==> src/rtl/cmac_seq.sv <==
// Initiator-side sequencer for a packed 8-bit complex multiplier.
// Streams N_TERMS operand pairs through one multiplier using its start/done handshake.
// Accumulates the complex products into a dot product and pulses done when the sum is ready.
module cmac_seq #(
  parameter int unsigned N_TERMS = 4,
  parameter int unsigned ACC_W   = 12
) (
  input  logic             clk,
  input  logic             rst,
  input  logic             start,
  input  logic             in_valid,
  input  logic [7:0]       in_a,
  input  logic [7:0]       in_b,
  output logic             in_ready,
  output logic             mult_start,
  output logic [7:0]       mult_a,
  output logic [7:0]       mult_b,
  input  logic             mult_done,
  input  logic [7:0]       mult_real,
  input  logic [7:0]       mult_imag,
  output logic [ACC_W-1:0] acc_real,
  output logic [ACC_W-1:0] acc_imag,
  output logic             busy,
  output logic             done
);

  localparam int unsigned CntW = $clog2(N_TERMS + 1);

  typedef enum logic [2:0] {
    StIdle,
    StFetch,
    StIssue,
    StWaitLo,
    StWaitHi,
    StAccum,
    StFinish
  } state_e;

  state_e            state_q, state_d;
  logic [CntW-1:0]   cnt_q, cnt_d;
  logic [ACC_W-1:0]  acc_re_q, acc_re_d;
  logic [ACC_W-1:0]  acc_im_q, acc_im_d;
  logic [7:0]        op_a_q, op_a_d;
  logic [7:0]        op_b_q, op_b_d;
  logic              mult_start_q, mult_start_d;

  // Next-state, operand capture and accumulation.
  always_comb begin
    state_d      = state_q;
    cnt_d        = cnt_q;
    acc_re_d     = acc_re_q;
    acc_im_d     = acc_im_q;
    op_a_d       = op_a_q;
    op_b_d       = op_b_q;
    mult_start_d = 1'b0;
    unique case (state_q)
      StIdle: begin
        if (start) begin
          cnt_d    = '0;
          acc_re_d = '0;
          acc_im_d = '0;
          state_d  = StFetch;
        end
      end
      StFetch: begin
        if (in_valid) begin
          op_a_d  = in_a;
          op_b_d  = in_b;
          state_d = StIssue;
        end
      end
      StIssue: begin
        // Start is registered on ISSUE exit so no input reaches an output combinationally;
        // the multiplier sees it during the first WAIT_LO cycle and drops done after that.
        if (mult_done) begin
          mult_start_d = 1'b1;
          state_d      = StWaitLo;
        end
      end
      StWaitLo: begin
        if (!mult_done) state_d = StWaitHi;
      end
      StWaitHi: begin
        if (mult_done) state_d = StAccum;
      end
      StAccum: begin
        // Products are signed; sign-extend and let the sum wrap modulo 2^ACC_W.
        acc_re_d = acc_re_q + ACC_W'($signed(mult_real));
        acc_im_d = acc_im_q + ACC_W'($signed(mult_imag));
        cnt_d    = cnt_q + CntW'(1);
        state_d  = (cnt_d == CntW'(N_TERMS)) ? StFinish : StFetch;
      end
      StFinish: begin
        state_d = StIdle;
      end
      default: begin
        state_d = StIdle;
      end
    endcase
  end

  // State, counter, accumulators and operand registers; reset aborts any run.
  always_ff @(posedge clk or negedge rst) begin
    if (!rst) begin
      state_q      <= StIdle;
      cnt_q        <= '0;
      acc_re_q     <= '0;
      acc_im_q     <= '0;
      op_a_q       <= '0;
      op_b_q       <= '0;
      mult_start_q <= 1'b0;
    end else begin
      state_q      <= state_d;
      cnt_q        <= cnt_d;
      acc_re_q     <= acc_re_d;
      acc_im_q     <= acc_im_d;
      op_a_q       <= op_a_d;
      op_b_q       <= op_b_d;
      mult_start_q <= mult_start_d;
    end
  end

  // Outputs are either registers or decodes of the state register.
  always_comb begin
    in_ready   = (state_q == StFetch);
    busy       = (state_q != StIdle);
    done       = (state_q == StFinish);
    mult_start = mult_start_q;
    mult_a     = op_a_q;
    mult_b     = op_b_q;
    acc_real   = acc_re_q;
    acc_imag   = acc_im_q;
  end

endmodule

==> config.mk <==
export PLATFORM = sky130hd
export DESIGN_NAME = cmac_seq
export DESIGN_NICKNAME = d
export VERILOG_FILES = /design/src/rtl/cmac_seq.sv
export SDC_FILE = /design/constraint.sdc
export NUM_CORES = 1
export LEC_CHECK = 0
export ABC_AREA = 1
export BUFFER_PORTS_ARGS = -buffer_cell sky130_fd_sc_hd__clkbuf_2
export CORE_ASPECT_RATIO = 1.1
export CORE_MARGIN = 2
export CORE_UTILIZATION = 30
export DETAILED_ROUTE_END_ITERATION = 6
export PLACE_DENSITY = 0.49
export REMOVE_ABC_BUFFERS = 1
export SETUP_SLACK_MARGIN = 0.3
export SYNTH_ARGS = -nofsm -noshare
export SYNTH_HDL_FRONTEND = slang
export SYNTH_SLANG_ARGS = --single-unit
export TNS_END_PERCENT = 20
==> constraint.sdc <==
create_clock -name clk -period 2.4 [get_ports clk]
set_input_delay 0.24 -clock clk [delete_from_list [all_inputs] [get_ports clk]]
set_output_delay 0.24 -clock clk [all_outputs]
set_load 0.005 [all_outputs]
==> run metrics, run 1 <==
first drt pass iteration count 4; Area contributors post-synth dfrtp_1 38%, nand2_1 17%, ha_1 9.6%; mux cell area share after synthesis 6.95%; Die Y 111 um; global-route wire length before repair 12.4 mm; clk sink count 47; XOR/XNOR Fraction of Synth Area 1.96%; Met2 Routed Length 3.45 mm; final core occ 37.7%; fraction of layout cells with a size suffix above 1 22.4%; final wirelength 7.44 mm; Filler cells 1099; gr usage total 13.7%; Slew Limit Headroom 50.3%; Syn Inst Count 405; cell area after layout 3880 um2; WS Path Type reg2reg; cell taking the most area after synthesis dfrtp_1; cts bufs inserted 5; gr ovfl total 0; Setup crit start kind flop; CP Data Arrival Time 2140 ps; RePlAce Congestion 0.789; Worst Tran Pin Value 744 ps; routed vias/inst 4.39; core area 10300 um2; Final Hold Violating Endpoints 0; worst-case clock buffer depth 2; Syn Area/Cell 7.74 um2; setup violators final 0; Ys Warns 0; top routing layer used met4; max-slew violation count 0; CTS tree built; nets@finish 552; placed cells 624; non-filler instance count after layout 633; number of DRC markers in iteration 0 86; adder-cell area share of the yosys netlist 10.9%; via count 2782; RSZ-0062 raised after global routing false; number of global-route vias before repair 2662; Top Ports 81; hpwl dp 5.75 mm; Clock Pin Slew Worst Setup and Hold Paths 70 ps; Mapped Area 3130 um2; CP top delay family adder cells; Power per Cell Area 1030 nW/um2; Comb pwr share 44.5%; Worst path slowest cell fa_1; crit path buf inv count 2; Max FO, Critical Path 3; clk_lat worst skew 290 ps; simple-gate share of the synthesized area 27.7%; row cnt 39; largest net degree at the start of global routing 28; IO buf count 80; Max-Cap Viols 0; Routed WL per cell 11.8 um; DRC viols 0; sequential power share 32.7%; Top cell by count, worst path nand2_1; Area after DPL 3680 um2; register area share after synthesis 37.5%; Setup TNS 0 ps; Hold Path Class in2reg; skew final 5.06 ps; Worst R2R Setup Slack 470 ps; outcome completed; Max rail drop VDD 0.483 mV; compound-cell area share of the yosys netlist 7.35%; H-tree Lvls 2; routed length on met3 451 um; initial core utilization 30.4%; Clock Tree Root clkbuf_16; combinational family with the most area after synthesis simple AND/OR/NAND/NOR gates; clock share of power 22.8%; Die Width 101 um; internal power 2.50 mW; wl on met1 3.46 mm; maximum clock frequency 0.517 GHz; final worst path period need 1930 ps; Critical Path Max Stage Delay 440 ps; Area Overhead vs Synth 23.9%; Setup Buffers After CTS 0; worst-path cell chain ha_1 > fa_1 > inv_1 > nor2_1 > nor2_1 > inv_1 > nand2_1 > nand2_1 > nand2_1 > nand2_1 > o21ai_0; # diodes 0; Leakage 2.21 nW; final antenna-violating net count 0; initial antenna violation count 0; full die area 11300 um2; CP endpoint kind flop; Tot Pwr 4.02 mW; Sw Pwr 1.52 mW; sw frac 37.8%; CP Data Required Time 2610 ps; Seq cells post-synth 47; post-synth cell types 24; Final period util 80.6%; post-synth top area share 37.5%
-- cell usage in the layout, fill, tap and decap left out --
cell type,n
clkbuf_1,1
dlygate4sd3_1,1
inv_2,2
mux2_2,6
nand4_1,7
mux2_4,10
inv_1,48
nor3_1,2
xnor2_1,4
ha_1,24
o21ai_0,22
nor2_1,33
nor3_4,1
nand3_1,29
xor2_1,3
clkbuf_2,80
bufinv_16,2
o21ai_1,1
nand2_1,138
clkbuf_16,5
a21oi_1,11
dfrtp_1,47
a22o_1,6
nand2_4,1
buf_4,3
fa_1,2
o21a_1,1
-- cells in the mapped netlist --
master / number
buf_4: 2
nand3_1: 29
dfrtp_1: 47
xor2_1: 3
o21a_1: 1
ha_1: 24
a21oi_1: 11
nor3_4: 1
nand2_4: 1
buf_6: 2
o21ai_1: 1
nand4_1: 7
nand2_1: 138
buf_2: 3
inv_2: 2
mux2_4: 10
nor2_1: 33
a22o_1: 6
fa_1: 2
nor3_1: 2
o21ai_0: 22
xnor2_1: 4
mux2_2: 6
inv_1: 48
-- area by class of cell --
| type | count | area (um2) | area share, % |
|---|---|---|---|
| clock buffers | 6 | 129 | 3.32 |
| clock inverters | 2 | 60.1 | 1.55 |
| inverters | 50 | 188 | 4.83 |
| multi-input cells | 301 | 1720 | 44.2 |
| flip-flops and latches | 47 | 1180 | 30.3 |
| well taps | 143 | 179 | 4.61 |
| repair buffers | 84 | 433 | 11.2 |
-- kinds of logic after synthesis --
family          after synthesis
compound gates               41
flops                        47
xor+xnor                      7
buf+inv                      57
simple gates                211
fa+ha+maj                    26
mux                          16
-- routing by layer --
layer | vias up | track usage [%]
li1 | 1469 | -
met1 | 1248 | 17.6
met2 | 59 | 22.3
met3 | 6 | 3.97
met4 | 0 | 3.51
met5 | - | 0
-- path summary, 6_finish.rpt --
| kind | startpoint | end | depth (start not counted) |
|---|---|---|---|
| max in group asynchronous | rst | mult_a[0] | 3 |
| min | in_b[4] | mult_b[4] | 2 |
| max | acc_imag[0] | acc_imag[8] | 11 |
| max reg2reg | acc_imag[0] | acc_imag[8] | 11 |
| min in group asynchronous | rst | acc_real[10] | 2 |
| min reg2reg | mult_b[4] | mult_b[4] | 1 |
-- power by group through the flow --
| stage | Sequential (mW) | Clock, mW | Combinational (mW) |
|---|---|---|---|
| 2_1_floorplan | 1.31 | 0 | 1.19 |
| 3_3_place_gp | 1.32 | 0 | 1.80 |
| 3_5_place_dp | 1.32 | 0 | 1.82 |
| 4_1_cts | 1.32 | 0.943 | 1.82 |
| 5_1_grt | 1.36 | 0.967 | 2.05 |
| 6_report | 1.31 | 0.916 | 1.79 |
-- stage by stage --
stage / setup slack (ps) / hold slack (ps)
after detailed placement: 487 / 41.2
after global routing: 302 / 173
after CTS: 466 / 174
final: 466 / 179
after floorplan: 683 / -55.6
after global placement: 564 / 42.7
-- worst register-to-register path, delay by kind of cell (launching register included) --
kind | cells | cell delay (ps)
and+or+nand+nor | 6 | 460
DFF | 1 | 400
buffers and inverters | 2 | 150
AOI/OAI and AO/OA | 1 | 170
adders and majority gates | 2 | 670
-- state kept, by name, summed over array words and instances (netlist names) --
signal,flops
mult_b,8
cnt_q,3
acc_imag,12
state_q,3
acc_real,12
mult_start,1
mult_a,8
-- repair_timing --
item                                   in CTS  in global routing
endpoints found under the hold margin       3                  0
resized for setup                           0                  0
hold buffers                                1                  0
Power figures use the tool's default switching activity.
==> run 2: changes to the inputs <==
PLACE_DENSITY = 0.51   (was 0.49)
clock period = 1.65 ns   (was 2.4 ns; I/O delays follow)
==> run 2 against run 1 <==
Combinational power increased by 120%; wire length is 15% higher; non-clock buffer count grew 38; critical path type unchanged; largest power group unchanged.
==> run metrics, run 2 (same netlist as run 1, synthesis figures left out) <==
DRC viols 0 (unchanged); Leakage 2.48 nW (was 2.21 nW); final wirelength 8.56 mm (was 7.44 mm); Die Width 101 um (unchanged); Area Overhead vs Synth 52.8% (was 23.9%); Top cell by count, worst path nand2_1 (unchanged); global-route wire length before repair 13.3 mm (was 12.4 mm); Critical Path Max Stage Delay 380 ps (was 440 ps); CP top delay family adder cells (unchanged); setup violators final 0 (unchanged); non-filler instance count after layout 670 (was 633); number of global-route vias before repair 2911 (was 2662); number of DRC markers in iteration 0 113 (was 86); CTS tree built (unchanged); Clock Tree Root clkbuf_16 (unchanged); clk_lat worst skew 290 ps (about the same); placed cells 636 (was 624); Die Y 111 um (unchanged); Setup crit start kind flop (unchanged); skew final 3.35 ps (was 5.06 ps); worst hold start in_b[7] (was in_b[4]); CP Data Arrival Time 1810 ps (was 2140 ps); max-slew violation count 0 (unchanged); gr usage total 14.6% (was 13.7%); H-tree Lvls 2 (unchanged); IO buf count 80 (unchanged); Top Ports 81 (unchanged); core area 10300 um2 (unchanged); via count 3015 (was 2782); hpwl dp 5.79 mm (was 5.75 mm); fraction of layout cells with a size suffix above 1 48.6% (was 22.4%); Clock Pin Slew Worst Setup and Hold Paths 70 ps (about the same); Worst path slowest cell dfrtp_1 (was fa_1); initial antenna violation count 0 (unchanged); Final period util 96.4% (was 80.6%); Final Hold Violating Endpoints 0 (unchanged); clk sink count 47 (unchanged); worst-case clock buffer depth 2 (unchanged); RSZ-0062 raised after global routing true (was false); worst-path cell chain ha_2 > fa_2 > inv_2 > nor2_2 > nor2_2 > inv_1 > nand2_1 > nand2_1 > nand2_1 > nand2_1 > o21ai_1 (was ha_1 > fa_1 > inv_1 > nor2_1 > nor2_1 > inv_1 > nand2_1 > nand2_1 > nand2_1 > nand2_1 > o21ai_0); largest net degree at the start of global routing 48 (was 28); Routed WL per cell 12.8 um (was 11.8 um); reg2reg start acc_imag[0] (unchanged); gr ovfl total 0 (unchanged); final core occ 46.5% (was 37.7%); Worst Tran Pin Value 315 ps (was 744 ps); nets@finish 590 (was 552); Max FO, Critical Path 3 (unchanged); Max rail drop VDD 0.661 mV (was 0.483 mV); CP Data Required Time 1870 ps (was 2610 ps); Power per Cell Area 1470 nW/um2 (was 1030 nW/um2); Critical Path Source acc_imag[0] (unchanged); crit path buf inv count 2 (unchanged); most frequent cells in the layout 108 x nand2_1, 79 x clkbuf_2, 45 x dfrtp_1 (was 138 x nand2_1, 80 x clkbuf_2, 48 x inv_1); row cnt 39 (unchanged); CP endpoint kind flop (unchanged); WS Path Type reg2reg (unchanged); first drt pass iteration count 6 (was 4); # diodes 0 (unchanged); Hold Path Class in2reg (unchanged); initial core utilization 30.4% (unchanged); maximum clock frequency 0.629 GHz (was 0.517 GHz); cts bufs inserted 5 (unchanged); final worst path period need 1590 ps (was 1930 ps); most common cell after layout, fill and taps aside nand2_1 (unchanged); Worst R2R Setup Slack 60 ps (was 470 ps); outcome completed (unchanged); Max-Cap Viols 0 (unchanged); final antenna-violating net count 0 (unchanged); routed vias/inst 4.50 (was 4.39); full die area 11300 um2 (unchanged); Slew Limit Headroom 78.8% (was 50.3%); RePlAce Congestion 0.846 (was 0.789)
-- run 2: cell count changes in the layout (fill, tap and decap cells not counted), moves of 13 or more --
cell / change
nand3_1: -17
ha_1: -22
nand3_2: +13
nor2_1: -14
nand2_1: -30
o21ai_0: -16
nand2_2: +27
ha_4: +19
buf_4: +28
o21ai_1: +13
-- run 2: worst paths after layout --
| check | endpoint | cells past startpoint |
|---|---|---|
| max | acc_imag[8] | 11 |
| min | mult_b[7] | 2 |
| max reg2reg | acc_imag[8] | 11 |
| min reg2reg | mult_b[3] | 1 |
| max in group asynchronous | state_q[2] | 3 |
| min in group asynchronous | mult_b[6] | 3 |
-- run 2: cell type report --
class	instances	area [um2]
fillers	1019	5510
multi-input cells	301	2300
flip-flops and latches	47	1180
repair buffers	122	771
inverters	50	201
well taps	143	179
clock buffers	5	125
clock inverters	2	37.5
-- run 2: layer usage --
layer | track usage, % | routed length, um | up-vias | share of wire, %
met1 | 18.9 | 3810 | 1391 | 45
met4 | 4.50 | 111 | 0 | 1.3
met5 | 0 | 0 | - | 0
li1 | - | - | 1546 | -
met3 | 4.41 | 503 | 9 | 5.9
met2 | 23.4 | 4130 | 69 | 48
-- run 2: stage by stage --
step / setup TNS [ps] / worst slack [ps] / instance area (um2) / hold WS, ps / total power [mW]
after floorplan: -132 / -66.5 / 3080 / -131 / 3.64
after global placement: -137 / -50.7 / 3790 / 184 / 4.66
after detailed placement: -271 / -83.9 / 3790 / 180 / 4.70
after CTS: 0 / 11.5 / 4170 / 96.6 / 6.18
after global routing: -163 / -67.2 / 4790 / 95.2 / 7.61
final: 0 / 59.3 / 4790 / 100 / 7.06
-- run 2: timing repair --
action | CTS | global route
setup endpoints to repair | 47 | 49
gates resized for setup | 35 | 117
pin swaps | 7 | 60
hold endpoints to repair | 47 | 0
buffers inserted | 6 | 20
hold buffers | 1 | 0
-- run 2: report_power, final --
part           switching (mW)  total [mW]  internal (mW)
clock                   0.470        1.18          0.708
sequential              0.374        1.95           1.58
combinational            1.92        3.92           2.00
-- run 2: worst reg2reg max path, stage by stage (launching register included) --
cell and delay [ps]:
dfrtp_1 380, ha_2 190, fa_2 350, inv_2 60
nor2_2 30, nor2_2 120, inv_1 50, nand2_1 50
nand2_1 60, nand2_1 50, nand2_1 40, o21ai_1 110
==> run 3: changes to the inputs <==
RECOVER_POWER = 25   (was not set)
==> run 3 against run 2 <==
Non-clock buffer count stayed put; die area unchanged; clock power barely moved; power about the same; core utilization down 0.12 points; largest cell class unchanged; setup slack hardly changed; final cell count stayed put; global-route usage stayed put; cell area shrank 0.26%; sequential power about the same; combinational power hardly changed; count of clock-buffer cells in the layout unchanged.
==> run metrics, run 3 (same netlist as run 1, synthesis figures left out) <==
largest net degree at the start of global routing 48 (unchanged); global-route wire length before repair 13.3 mm (unchanged); Routed WL per cell 12.8 um (about the same); Hold WS 100 ps (about the same); RePlAce Congestion 0.846 (unchanged); fraction of layout cells with a size suffix above 1 48.6% (unchanged); max-slew violation count 0 (unchanged); cts bufs inserted 5 (unchanged); Tot Pwr 7.05 mW (was 7.06 mW); number of DRC markers in iteration 0 113 (unchanged); maximum clock frequency 0.629 GHz (unchanged); Filler cells 1019 (unchanged); skew final 3.35 ps (about the same); crit path buf inv count 2 (unchanged); number of global-route vias before repair 2911 (unchanged); WHS Endpoint mult_b[7] (unchanged); Hold Path Class in2reg (unchanged); final wirelength 8.56 mm (about the same); final worst path period need 1590 ps (about the same); IO buf count 80 (unchanged); Clock Pin Slew Worst Setup and Hold Paths 70 ps (about the same); Met2 Routed Length 4.14 mm (was 4.13 mm); row cnt 39 (unchanged); Top Ports 81 (unchanged); Critical Path Max Stage Delay 380 ps (about the same); Power per Cell Area 1480 nW/um2 (was 1470 nW/um2); Worst R2R Setup Slack 60 ps (about the same); Leakage 2.47 nW (was 2.48 nW); core area 10300 um2 (unchanged); setup violators final 0 (unchanged); clock share of power 16.7% (about the same); Area Overhead vs Synth 52.4% (was 52.8%); # diodes 0 (unchanged); Final Hold Violating Endpoints 0 (unchanged); worst hold start in_b[7] (unchanged); nets@finish 590 (unchanged); clk sink count 47 (unchanged); Worst Tran Pin Value 678 ps (was 315 ps); WS Path Type reg2reg (unchanged); hpwl dp 5.79 mm (unchanged); most frequent cells in the layout 108 x nand2_1, 79 x clkbuf_2, 45 x dfrtp_1 (unchanged); Top cell by count, worst path nand2_1 (unchanged); CP endpoint kind flop (unchanged); Final period util 96.4% (about the same); Worst path slowest cell dfrtp_1 (unchanged); CP top delay family adder cells (unchanged); initial core utilization 30.4% (unchanged); outcome completed (unchanged); CP Data Arrival Time 1810 ps (about the same); Clock Tree Root clkbuf_16 (unchanged); wl on met1 3.81 mm (about the same); Comb pwr share 55.6% (about the same); cell count of the worst reg-to-reg path 11 (unchanged); sw frac 39.2% (about the same); worst-path cell chain ha_2 > fa_2 > inv_2 > nor2_2 > nor2_2 > inv_1 > nand2_1 > nand2_1 > nand2_1 > nand2_1 > o21ai_1 (unchanged); first drt pass iteration count 4 (was 6); reg2reg start acc_imag[0] (unchanged); H-tree Lvls 2 (unchanged); Die Width 101 um (unchanged); sequential power share 27.7% (about the same); gr ovfl total 0 (unchanged); clk_lat worst skew 290 ps (about the same); Max-Cap Viols 0 (unchanged); Sw Pwr 2.77 mW (about the same); CTS tree built (unchanged); Stages on worst setup path 11 (unchanged); internal power 4.29 mW (about the same); worst-case clock buffer depth 2 (unchanged); reg-to-reg endpoint acc_imag[8] (unchanged); final antenna-violating net count 0 (unchanged); Setup crit start kind flop (unchanged); via count 3020 (was 3015); Max rail drop VDD 0.661 mV (about the same); routed length on met3 505 um (was 503 um); most common cell after layout, fill and taps aside nand2_1 (unchanged); DRC viols 0 (unchanged); top routing layer used met4 (unchanged); full die area 11300 um2 (unchanged); routed vias/inst 4.51 (was 4.50); gr usage total 14.6% (unchanged); Max FO, Critical Path 3 (unchanged); Worst Hold Depth 2 (unchanged); CP Data Required Time 1870 ps (about the same); Slew Limit Headroom 54.8% (was 78.8%); RSZ-0062 raised after global routing true (unchanged); initial antenna violation count 0 (unchanged); Die Y 111 um (unchanged)
-- run 3: changes by cell type in the layout (fill, tap and decap cells not counted) --
cell and change:
buf_12 -1, clkbuf_4 +1
-- run 3: layout make-up --
class | count | area, um2 | share of cell area (%)
Sequential cell | 47 | 1180 | 24.7
Clock buffer | 5 | 125 | 2.62
Multi-Input combinational cell | 301 | 2300 | 48.1
Timing Repair Buffer | 122 | 758 | 15.9
Tap cell | 143 | 179 | 3.75
Clock inverter | 2 | 37.5 | 0.786
Inverter | 50 | 201 | 4.22
-- run 3: power groups by stage --
stage	Combinational [mW]	Sequential, mW	Clock (mW)
2_1_floorplan	1.74	1.91	0
3_3_place_gp	2.77	1.89	0
3_5_place_dp	2.80	1.90	0
4_1_cts	3.05	1.91	1.22
5_1_grt	4.34	2.01	1.26
6_report	3.92	1.95	1.18
-- run 3: repair_timing --
action                     in CTS  in global routing
pin swaps                       7                 60
hold endpoints to repair       47                  0
gates resized for setup        35                117
setup buffers                   6                 20
cloned                          0                  0
setup endpoints to repair      47                 49
hold buffers                    1                  0
-- run 3: worst max-delay path by stage --
stage                        to        start  slack, ps
global placement    acc_imag[8]  acc_imag[0]        -50
floorplan           acc_imag[8]  acc_imag[0]        -70
detailed placement  acc_imag[8]  acc_imag[0]        -80
finish              acc_imag[8]  acc_imag[0]         60
global route        acc_imag[8]  acc_imag[0]        -70
CTS                 acc_imag[4]  acc_imag[0]         10
-- run 3: routing by layer --
layer | track usage, % | up-vias
met4 | 4.50 | 0
li1 | - | 1546
met5 | 0 | -
met3 | 4.41 | 9
met2 | 23.4 | 69
met1 | 18.9 | 1396
-- run 3: stage by stage --
step	instances	cell area [um2]	setup WS, ps	TNS (ps)	util, %
global route	670	4780	-67.2	-163	46.4
floorplan	398	3080	-66.5	-132	-
CTS	650	4170	11.5	0	40.5
detailed placement	636	3790	-83.9	-271	36.8
global placement	636	3790	-50.7	-137	36.8
finish	670	4780	59.3	0	46.4
